--- src/rtl/modmul_bs_seq.sv ---
// Control sequencer for the bit-serial modular multiplier: load, WIDTH serial steps,
// LAT-cycle pipeline drain, then a single-cycle done pulse.
module modmul_bs_seq #(
  parameter int unsigned WIDTH = 32,
  parameter int unsigned LAT   = 5,
  parameter int unsigned CW    = $clog2(WIDTH)
) (
  input  logic          clk,
  input  logic          reset,
  input  logic          start,
  input  logic          abort,
  output logic          busy,
  output logic          ld,
  output logic          bit_en,
  output logic          bit_first,
  output logic          bit_last,
  output logic [CW-1:0] bit_idx,
  output logic          done
);

  localparam int unsigned CntW      = ($clog2(LAT + 1) > CW) ? $clog2(LAT + 1) : CW;
  localparam int unsigned DrainLast = (LAT > 0) ? LAT - 1 : 0;
  localparam logic [CntW-1:0] StepLastC  = CntW'(WIDTH - 1);
  localparam logic [CntW-1:0] DrainLastC = CntW'(DrainLast);

  typedef enum logic [2:0] {
    StIdle,
    StLoad,
    StRun,
    StDrain,
    StDone
  } state_e;

  state_e          state_q, state_d;
  logic [CntW-1:0] cnt_q, cnt_d;

  always_ff @(posedge clk or posedge reset) begin
    if (reset) begin
      state_q <= StIdle;
      cnt_q   <= '0;
    end else begin
      state_q <= state_d;
      cnt_q   <= cnt_d;
    end
  end

  always_comb begin
    state_d = state_q;
    cnt_d   = cnt_q;
    unique case (state_q)
      StIdle: begin
        cnt_d = '0;
        if (start) state_d = StLoad;
      end
      StLoad: begin
        cnt_d   = '0;
        state_d = abort ? StIdle : StRun;
      end
      StRun: begin
        if (abort) begin
          state_d = StIdle;
          cnt_d   = '0;
        end else if (cnt_q == StepLastC) begin
          state_d = (LAT > 0) ? StDrain : StDone;
          cnt_d   = '0;
        end else begin
          cnt_d = cnt_q + 1'b1;
        end
      end
      StDrain: begin
        if (abort) begin
          state_d = StIdle;
          cnt_d   = '0;
        end else if (cnt_q == DrainLastC) begin
          state_d = StDone;
          cnt_d   = '0;
        end else begin
          cnt_d = cnt_q + 1'b1;
        end
      end
      StDone: begin
        // Abort is ignored here; a pending start re-launches with no idle bubble.
        cnt_d   = '0;
        state_d = start ? StLoad : StIdle;
      end
      default: begin
        state_d = StIdle;
        cnt_d   = '0;
      end
    endcase
  end

  // Outputs depend on registered state only, never on start/abort.
  always_comb begin
    busy      = (state_q == StLoad) || (state_q == StRun) || (state_q == StDrain);
    ld        = (state_q == StLoad);
    bit_en    = (state_q == StRun);
    bit_first = (state_q == StRun) && (cnt_q == '0);
    bit_last  = (state_q == StRun) && (cnt_q == StepLastC);
    bit_idx   = (state_q == StRun) ? cnt_q[CW-1:0] : '0;
    done      = (state_q == StDone);
  end

endmodule
--- config.mk ---
export PLATFORM = sky130hd
export DESIGN_NAME = modmul_bs_seq
export DESIGN_NICKNAME = d
export VERILOG_FILES = /design/src/rtl/modmul_bs_seq.sv
export SDC_FILE = /design/constraint.sdc
export NUM_CORES = 1
export LEC_CHECK = 0
export ABC_AREA = 1
export CORE_UTILIZATION = 40
export DETAILED_ROUTE_END_ITERATION = 16
export PLACE_DENSITY = 0.73
export SLEW_MARGIN = 20
export SYNTH_ARGS = -nofsm -noshare
export SYNTH_HDL_FRONTEND = slang
export SYNTH_SLANG_ARGS = --single-unit
export TNS_END_PERCENT = 10
--- constraint.sdc ---
create_clock -name clk -period 1.45 [get_ports clk]
set_input_delay 0.29 -clock clk [delete_from_list [all_inputs] [get_ports clk]]
set_output_delay 0.29 -clock clk [all_outputs]
set_load 0.05 [all_outputs]
After elaboration in Yosys (flattened, before gate mapping)
Index checks and enable logic that the tools add are counted.
{ "classes": {"addsub": 1, "mul": 0, "div": 0, "order_cmp": 0, "eq_ne": 9, "shifts": 0, "muxes": 14, "bitwise_logic": 0, "n_reduce_logical": 7} }
{ "op_table": {"columns": ["cell", "count"], "rows": [
  ["$mux W5", 5],
  ["$mux W3", 5],
  ["$pmux W3 S5", 1],
  ["$pmux W5 S2", 1],
  ["$eq A3 B2 Y1 const B", 2],
  ["$add A5 B1 Y5 const B", 1],
  ["$eq A5 B3 Y1 const B", 1],
  ["$eq A5 B5 Y1 const B", 1],
  ["$logic_not A5 Y1", 1],
  ["$eq A3 B1 Y1 const B", 1],
  ["$eq A3 B3 Y1 const B", 1],
  ["$logic_not A3 Y1", 1],
  ["$ne A3 B2 Y1 const B", 1],
  ["$ne A3 B3 Y1 const B", 1],
  ["$reduce_and A3 Y1", 1],
  ["$logic_and A1 B1 Y1", 2],
  ["$logic_or A1 B1 Y1", 2],
  ["$mux W2", 1],
  ["$ne A2 B2 Y1 const B", 1],
  ["$mux W1", 1]
]} }
{ "word_totals": {"ff_bits": 8, "latch_bits": 0, "ramBits": 0, "rom_bits": 0, "output_inout_bits": 11, "mem_count": 0} }

Logic depth before layout (Yosys ltp)
Gate-level depths: netlist of the first run.
{ "logic_depth": {"ltp_word": 4, "depth_mapped": 9} }

Worst setup path before layout of the first run
Ideal clock, no wire load.
{ "synth_timing": {"kind": "reg2out", "start": "register cnt_q[0]", "end": "output bit_first", "arrival_time_ns": 1.785, "path_slack_ns": -0.625, "stages_incl_launch_ff": 5, "path_cell_list": "dfrtp_1 > inv_1 > ha_1 > nand3_1 > nor3_1"} }
{ "synth_via": {"elab_chain_len": 2} }
{ "synth_lines": {"columns": ["item", "line_no", "rtl"], "rows": [
  ["start: declaration", "35", "logic [CntW-1:0] cnt_q, cnt_d;"],
  ["start signal: assignment", "43", "cnt_q <= cnt_d;"],
  ["$logic_not A5 Y1", "98", "bit_first = (state_q == StRun) && (cnt_q == '0);"],
  ["$logic_and A1 B1 Y1", "98", null],
  ["end: declaration", "15", "output logic bit_first,"]
]} }
Every way passes these cells.

Worst setup path after layout of the first run
{ "layout_timing": {"start": "register cnt_q[1]", "end": "output bit_last"} }
{ "layout_via": {"elab_chain_len": 2} }
{ "layout_lines": {"columns": ["item", "line_no", "rtl"], "rows": [
  ["$eq A5 B5 Y1", "99", "bit_last = (state_q == StRun) && (cnt_q == StepLastC);"],
  ["$logic_and A1 B1 Y1", "99", null],
  ["end: declaration", "16", "output logic bit_last,"]
]} }
Every way passes these cells.

==> results list, run 1 <==
- Across the run, the number of max-cap violations was 0.
* Worst slew pin tran: 284 ps
- Area share of the leading cell type in the synthesized netlist: 0.371
- Final cell utilization of the core: 0.796
* Leakage power of the design: 0.441 nW
* Type of the worst setup path: reg -> out
- Global routing's busiest layer: met1
- CTS Hold Bufs: 0
- Summed over all nets, the half-perimeter wirelength after detailed placement is 894 µm.
* Latest clock arrival within the worst-skew pair: between 200 and 250 ps
* Number of synthesized register bits: 8
* Area enclosed by the die boundary: roughly 1500 µm²
- Diode count: 0
- The run finished, with violations left.
- Wire length of the first global-routing pass: 1830 µm
- For this run, the register share of the synthesized area comes to 0.371.
- The first routing iteration left 9 violations.
- After the last flow step, the layout net total stands at 105.
* Critical path startpoint category: flop
- Post-placement cell count: 103
* Clock-pin slew of the registers on the worst-case setup and hold paths: 50 ps
- STA classifies the critical path endpoint as an output port.
- In the routed layout, each cell is associated on average with a via count of roughly 5.
- For the finished layout, the period the worst path requires is approximately 1800 ps.
- After detailed routing, the number of remaining DRC violations is 0.
- Synthesis handed over a netlist of 71 instances.
* Slowest cell on the critical path: dfrtp_1
- Area growth, synth to finish: 72.9%
* Minimum setup slack in the final design: -327 ps
* Maximum fanout encountered on the critical timing path: 4
* Total CTS buffers: 3
* Worst-case clock skew: roughly 6.3 ps
* Vias in the first global route: 453
- The synthesized design spends more area on one cell type than any other, namely dfrtp_1.
- Worst stage delay on the critical path: 400 ps
- Setup repair after global routing could not meet its margin everywhere.
* Final estimated routing congestion in global placement: 0.798
* Max H-tree Level: 1
- Placed Area: 847 µm²
- Hold is met by 279 ps.
- The first TritonRoute pass finished after 4 iterations.
* Peak supply drop: around 0.0012 V
- Final setup vio count: 10
- 15 I/O pins were placed.
- Measured along the x axis, the die boundary spans 38.7 µm.
- For this configuration, the core starts out at a cell density of 0.460.
* Global routing met3 resource utilization: 0.0405
* Routed wire length per instance: 10.4 µm
- In this run the clock root is driven by a clkbuf_4.
- Setup slack after placement: -97.1 ps
- By instance count, the cell type seen most on the critical path is ha_2.
* Peak clock frequency supported by timing: 563 MHz
- The worst hold path belongs to the class in -> async.
* Area of the core region: about 1200 µm²
- The library cell used most frequently in the layout, excluding fill and tap cells, is buf_12.
- A synthesized cell averages 7.60 µm².
- Headroom to the max-slew limit: 0.810
* CTS tree: built
* Total via count in the routed design: ~540
- Tot GR Track Use: 0.182
- Pin count of the biggest net entering global routing: 9
- Number of routed nets with antenna violations: 0
- In this run the tool buffered the top-level ports with 14 buffer cells.
* Net count after synthesis: slightly below 80
- Ordered cell list for the critical path: ha_2 > nand2_2 > nor2_2 > ha_2 > inv_2 > nor2_4 > buf_12
- Overall power consumption after layout is estimated at ~1.4 mW.
- The final-report max-slew violation count was 0.
- Final non-filler cell total: between 100 and 150
- Violations in the final reports: negative setup slack
- Final count of hold timing violations: 0
- Synth Cell Area: approximately 540 µm²
- Unique masters post-synth: 21
- For this run, the number of Yosys warnings is 0.
* Setup TNS: -1310 ps
* Final non-filler cell area: 932 µm²
- Final Cycle Share: 1.23
* Total clock sinks: 8
- Die height: 38.7 µm
- Synth top area cells: dfrtp_1, inv_1, ha_1
* Top library cells by usage in the layout, fill and taps aside: buf_12, inv_1, nor2_1, buf_4, dfrtp_1
- The initial antenna violation count came to 0.
* Data arrival time of the critical path: 1490 ps
- Wires add up to 1140 µm.
* Bufs on Longest Clock Path: 2
- Fraction of layout instances using a drive strength above 1: 0.490
- Total grt overflow: 0
- For met1 alone, demand over resource in global routing was 0.255.
- FP Rows: 12
* Worst EP required: 1160 ps
- Fraction of met2 tracks used by global routing: 0.238
- Dividing total power by cell area gives a power density of 1510 nW/µm².
-- synth_stat cells --
cell type,number
inv_2,4
nand3_1,6
nor2_4,1
nor3_1,2
nand2_4,1
inv_1,13
nor3_2,1
nand3_2,1
nor2_1,10
a21boi_1,1
a21oi_1,1
nor2_2,2
ha_1,3
nand2_1,8
nand4_2,1
or2_2,1
o21ai_2,1
nand4_1,4
dfrtp_1,8
o21ai_1,1
o21ai_0,1
-- logic make-up after synthesis --
kind of cell	synth area share
compound gates	0.0580
fa+ha+maj	0.0696
buf+inv	0.118
flops	0.371
simple gates	0.383
-- final cells by class --
type                    instances  area (µm²)
clock buffers                   3        22.5
fillers                        75         239
inverters                      17        66.3
multi-input cells              46         314
flip-flops and latches          8         201
well taps                      14        17.5
repair buffers                 22         310
-- state kept, by name, indices dropped and copies added, names as in the netlist --
register	flops
state_q	3
cnt_q	5
-- repair_timing --
action	4_1_cts	5_1_grt
buffers inserted	1	3
gates resized for setup	3	10
setup endpoints to repair	13	15
pin swaps	4	5
-- worst paths after layout --
kind | from | end | slack, ps | cells after the start
setup / recovery | cnt_q[1] | bit_last | -330 | 7
hold reg to reg | cnt_q[3] | cnt_q[3] | 610 | 3
max in group asynchronous | reset | state_q[2] | 930 | 2
setup reg to reg | cnt_q[1] | state_q[1] | -50 | 10
hold / removal | reset | cnt_q[4] | 280 | 2
min in group clk | cnt_q[3] | cnt_q[3] | 610 | 3
-- where the power goes --
part,internal (mW),switching [mW],total (mW)
clock,0.0939,0.0637,0.158
sequential,0.264,0.0507,0.315
combinational,0.398,0.534,0.933
total,0.756,0.649,1.41
-- layer usage --
| layer | part of all wire | vias to the layer above |
|---|---|---|
| met4 | 0.025 | 0 |
| met5 | 0 | - |
| met3 | 0.037 | 4 |
| met2 | 0.47 | 18 |
| met1 | 0.47 | 239 |
| li1 | - | 277 |
-- critical path: cells and delay by family, from the launching register on --
kind          cells  cell delay (ps)
buf+inv           2              190
flops             1              400
fa+ha+maj         2              380
simple gates      3              280
(Power assumes the default switching activity.)
==> inputs of run 2 (changes only) <==
Settings changed: HOLD_SLACK_MARGIN set to 0.15.
==> results of run 2 <==
No change in the layout: final DEF, timing and power equal those of run 1.
==> inputs of run 3 (changes only) <==
Settings changed: ABC_AREA 1 to not set, CAP_MARGIN set to 20, CORE_AREA set to 2 2 39 41, CORE_UTILIZATION 40 to not set, DIE_AREA set to 0 0 41 43, PLACE_DENSITY 0.73 to 0.69, SETUP_SLACK_MARGIN set to 0.02.
==> run 3 against run 2 <==
Against the previous run: the run still ends with negative setup slack left; cell count shrank 10%; fmax rose by 1.2%; setup slack improved by 22 ps; wire length grew 22%; sequential power fell by 21%; area after synthesis decreased by 10%; die area increased by 18%; global-route usage grew 0.78 points; first-iteration DRC count decreased by 56%; synthesized cell count shrank 28%; power is 49% lower; critical path type unchanged.
==> results list, run 3 <==
- Status: finished, violations left
- The checks that failed: negative setup slack.
* Worst r2r src: cnt_q[1]
- Worst slew pin tran: 334 ps (+50.1 ps)
- Total clock sinks: 8 (unchanged)
- The slowest stage of the critical path belongs to the cell dfrtp_1.
* Synth Cell Area: 483 µm² (-10%)
- The total net switching power came to 0.237 mW (-64%).
* Minimum setup slack in the final design: -305 ps (+21.9 ps)
- Final setup vio count: 13 (+3)
* Clock-pin slew of the registers on the worst-case setup and hold paths: 60 ps (about the same)
- Largest register FFs: 5 (unchanged)
- The post-synth net total is 58 (-26%).
- Sequential-to-total area share from yosys stat: 0.415 (+0.0433)
* Internal Pwr Total: 0.483 mW (-36%)
- Worst-case clock skew: 4.66 ps (-1.63 ps)
- Total grt overflow: 0 (unchanged)
- The net count reported at finish is 92 (-12%).
* Type of the worst setup path: reg -> out
- STA classifies the critical path endpoint as an output port.
- The critical path starts at cnt_q[1].
- Largest delay share family, worst path: flip-flops
- Number of routed nets with antenna violations: 0 (unchanged)
- The post-placement cell count came to 93 (-9.7%).
- The peak clock frequency supported by timing came to 570 MHz (+1.2%).
- The worst hold slack across all endpoints is 288 ps (+8.22 ps).
- Setup slack of the worst register-to-register path: -120 ps (-70 ps)
* Clk Tree Root Cell: clkbuf_4
- Critical path startpoint category: flop
- Combinational share of power: 0.423 (-0.241)
* Filler cell count in the final layout: 97 (+29%)
* Leakage power of the design: 0.433 nW (-1.9%)
- The maximum number of pins on one net before global-route repair was 9 (unchanged).
- The number of synthesis warnings came to 0 (unchanged).
* Final WL: 1390 µm (+22%)
- Buffers & Inverters on Critical Path: 1 (-1)
* Total via count in the routed design: 496 (-7.8%)
- Tot GR Track Use: 0.190 (+0.00781)
- TritonCTS built the clock tree.
- Leading cell type in the layout, fill and taps excluded: buf_4
- FP Rows: 14 (+2)
- The total clock buffers created by CTS is 3 (unchanged).
- Die height: 43 µm (+11%)
- Average instance area after synthesis: 9.47 µm² (+25%)
* Router iterations before antenna repair: 4 (unchanged)
- The worst stage delay on the critical path is 390 ps (about the same).
- In the layout the commonest cells are buf_4, buf_12, dfrtp_1.
- The initial detailed-routing violation count was 4 (-5).
- The number of instances in the synthesized netlist is 51 (-28%).
- The clock share of power came to 0.230 (+0.118).
* Area share of the leading cell type in the synthesized netlist: 0.415 (+0.0433)
* Max H-tree Level: 1 (unchanged)
- The latest clock arrival within the worst-skew pair was 250 ps (about the same).
- Ordered cell list for the critical path: ha_2 > and3_4 > ha_2 > and2_4 > buf_8
- The endpoint identified for the worst register-to-register timing path is cnt_q[2].
* Number of synthesized register bits: 8 (unchanged)
- Detailed placement HPWL: 987 µm (+10%)
* Number of cells on the worst reg-to-reg path: 8 (-2)
* Final Cycle Share: 1.21 (-0.0151)
- The placeable core region was 1380 µm² (+18%).
- Relative to the synthesized area, the layout overhead comes to 103%.
- The post-route non-filler standard cell count was 99 (-10%).
* Final non-filler cell area: 981 µm² (+5.2%)
* Routed wire length per instance: 14.0 µm (+35%)
- Final count of hold timing violations: 0 (unchanged)
- RSZ-0062 raised after global routing: yes
- Residual DRC: 0 (unchanged)
* Number of synthesized flops with an enable pin: 0 (unchanged)
* Synth top area cells: dfrtp_1, and2_1, ha_1
- The part of the total power dissipated in sequential elements was 0.346 (+0.122).
- Placed Area: 857 µm² (+1.2%)
- Proportion of register bits with asynchronous set or reset after synthesis: 1.00 (unchanged)
- The number of global-route vias before repair is 503 (+11%).
* Maximum fanout encountered on the critical timing path: 4 (unchanged)
- Data arrival time of the critical path: 1470 ps (-20 ps)
- Of all cell types, the one taking the most synthesized area is dfrtp_1.
- Power per standard cell area: 734 nW/µm² (-51%)
- The number of diodes came to 0 (unchanged).
- Horizontal extent of the die: 41 µm (+5.9%)
- The worst slack at placement is -123 ps (-25.7 ps).
* Area enclosed by the die boundary: 1760 µm² (+18%)
- The total power was 0.720 mW (-49%).
- The peak supply drop is 0.000476 V (-61%).
- The final RePlAce weighted congestion is 0.807 (+1.1%).
- Headroom to the max-slew limit: 0.777 (-0.0334)
- The fraction of power spent switching nets was 0.329 (-0.133).
- Starting density of the core: 0.349 (-0.111)
- Registers with the highest flip-flop counts: cnt_q: 5 flops, state_q: 3 flops
* Fraction of layout instances using a drive strength above 1: 0.639 (+0.149)
- The initial antenna violation count was 0 (unchanged).
- Minimum period implied by the final worst setup slack: 1760 ps (-21.9 ps)
- Bufs on Longest Clock Path: 2 (unchanged)
- Max-cap viol count: 0 (unchanged)
- The first-pass GRT wire length was 2200 µm (+20%).
- Worst EP required: 1160 ps (about the same)
* Top-level port count: 15 (unchanged)
- Top_reg_cell synth: dfrtp_1
- Counting stages on the worst path, the most repeated cell is ha_2.
- Per-cell via count in the routed design: 5.01 (+2.4%)
* Cell types with the highest counts after synthesis: and2_1, dfrtp_1, nor2_1, inv_1, nand2_1
- Worst min-delay path class: in -> async
* Number of port buffers: 14 (unchanged)
- The count of distinct cell types in the synthesized netlist is 19 (-9.5%).
- Ranked by flip-flop count, first place goes to cnt_q.
* Max-slew violations: 0 (unchanged)
[run 3: metal layers]
metal / global-route usage / part of all wire / vias up
met5: 0 / 0 / -
met4: 0.100 / 0.015 / 0
met3: 0.0314 / 0.028 / 2
met2: 0.303 / 0.52 / 14
met1: 0.230 / 0.44 / 240
li1: - / - / 240
[run 3: layout make-up]
type,instances,area [µm²],area share
inverters,4,15.0,0.0153
flip-flops and latches,8,201,0.205
well taps,16,20.0,0.0204
clock buffers,3,22.5,0.0230
multi-input cells,39,357,0.364
repair buffers,29,365,0.372
[run 3: kinds of logic after synthesis]
logic type      count (synthesis)  share of synthesized area
simple gates                   31                      0.391
flops                           8                      0.415
compound gates                  4                     0.0674
buf+inv                         4                     0.0311
fa+ha+maj                       3                     0.0777
xor+xnor                        1                     0.0181
[run 3: timing repair]
action,4_1_cts,5_1_grt
gates resized for setup,11,9
hold buffers,0,0
pin swaps,3,4
setup buffers,2,1
setup endpoints to repair,16,18
[run 3: worst max-delay path by stage]
stage                      endpoint  cells past startpoint  slack, ps
after detailed placement  bit_first                      6       -120
after global routing      bit_first                      6       -360
after floorplan           bit_first                      3       -370
final                      bit_last                      5       -310
after CTS                 bit_first                      6       -280
after global placement    bit_first                      6       -100
[run 3: power by group through the flow]
| stage | registers [mW] | clock network, mW | logic [mW] |
|---|---|---|---|
| after CTS | 0.248 | 0.167 | 0.287 |
| after floorplan | 0.252 | 0 | 0.129 |
| after global placement | 0.249 | 0 | 0.266 |
| after global routing | 0.251 | 0.181 | 0.320 |
| after detailed placement | 0.251 | 0 | 0.268 |
| final | 0.249 | 0.166 | 0.305 |
[run 3: per-stage QoR]
stage	utilization	TNS [ps]
final	0.709	-2300
after global routing	0.709	-3330
after floorplan	-	-2240
after global placement	0.619	-200
after detailed placement	0.619	-243
after CTS	0.679	-1930
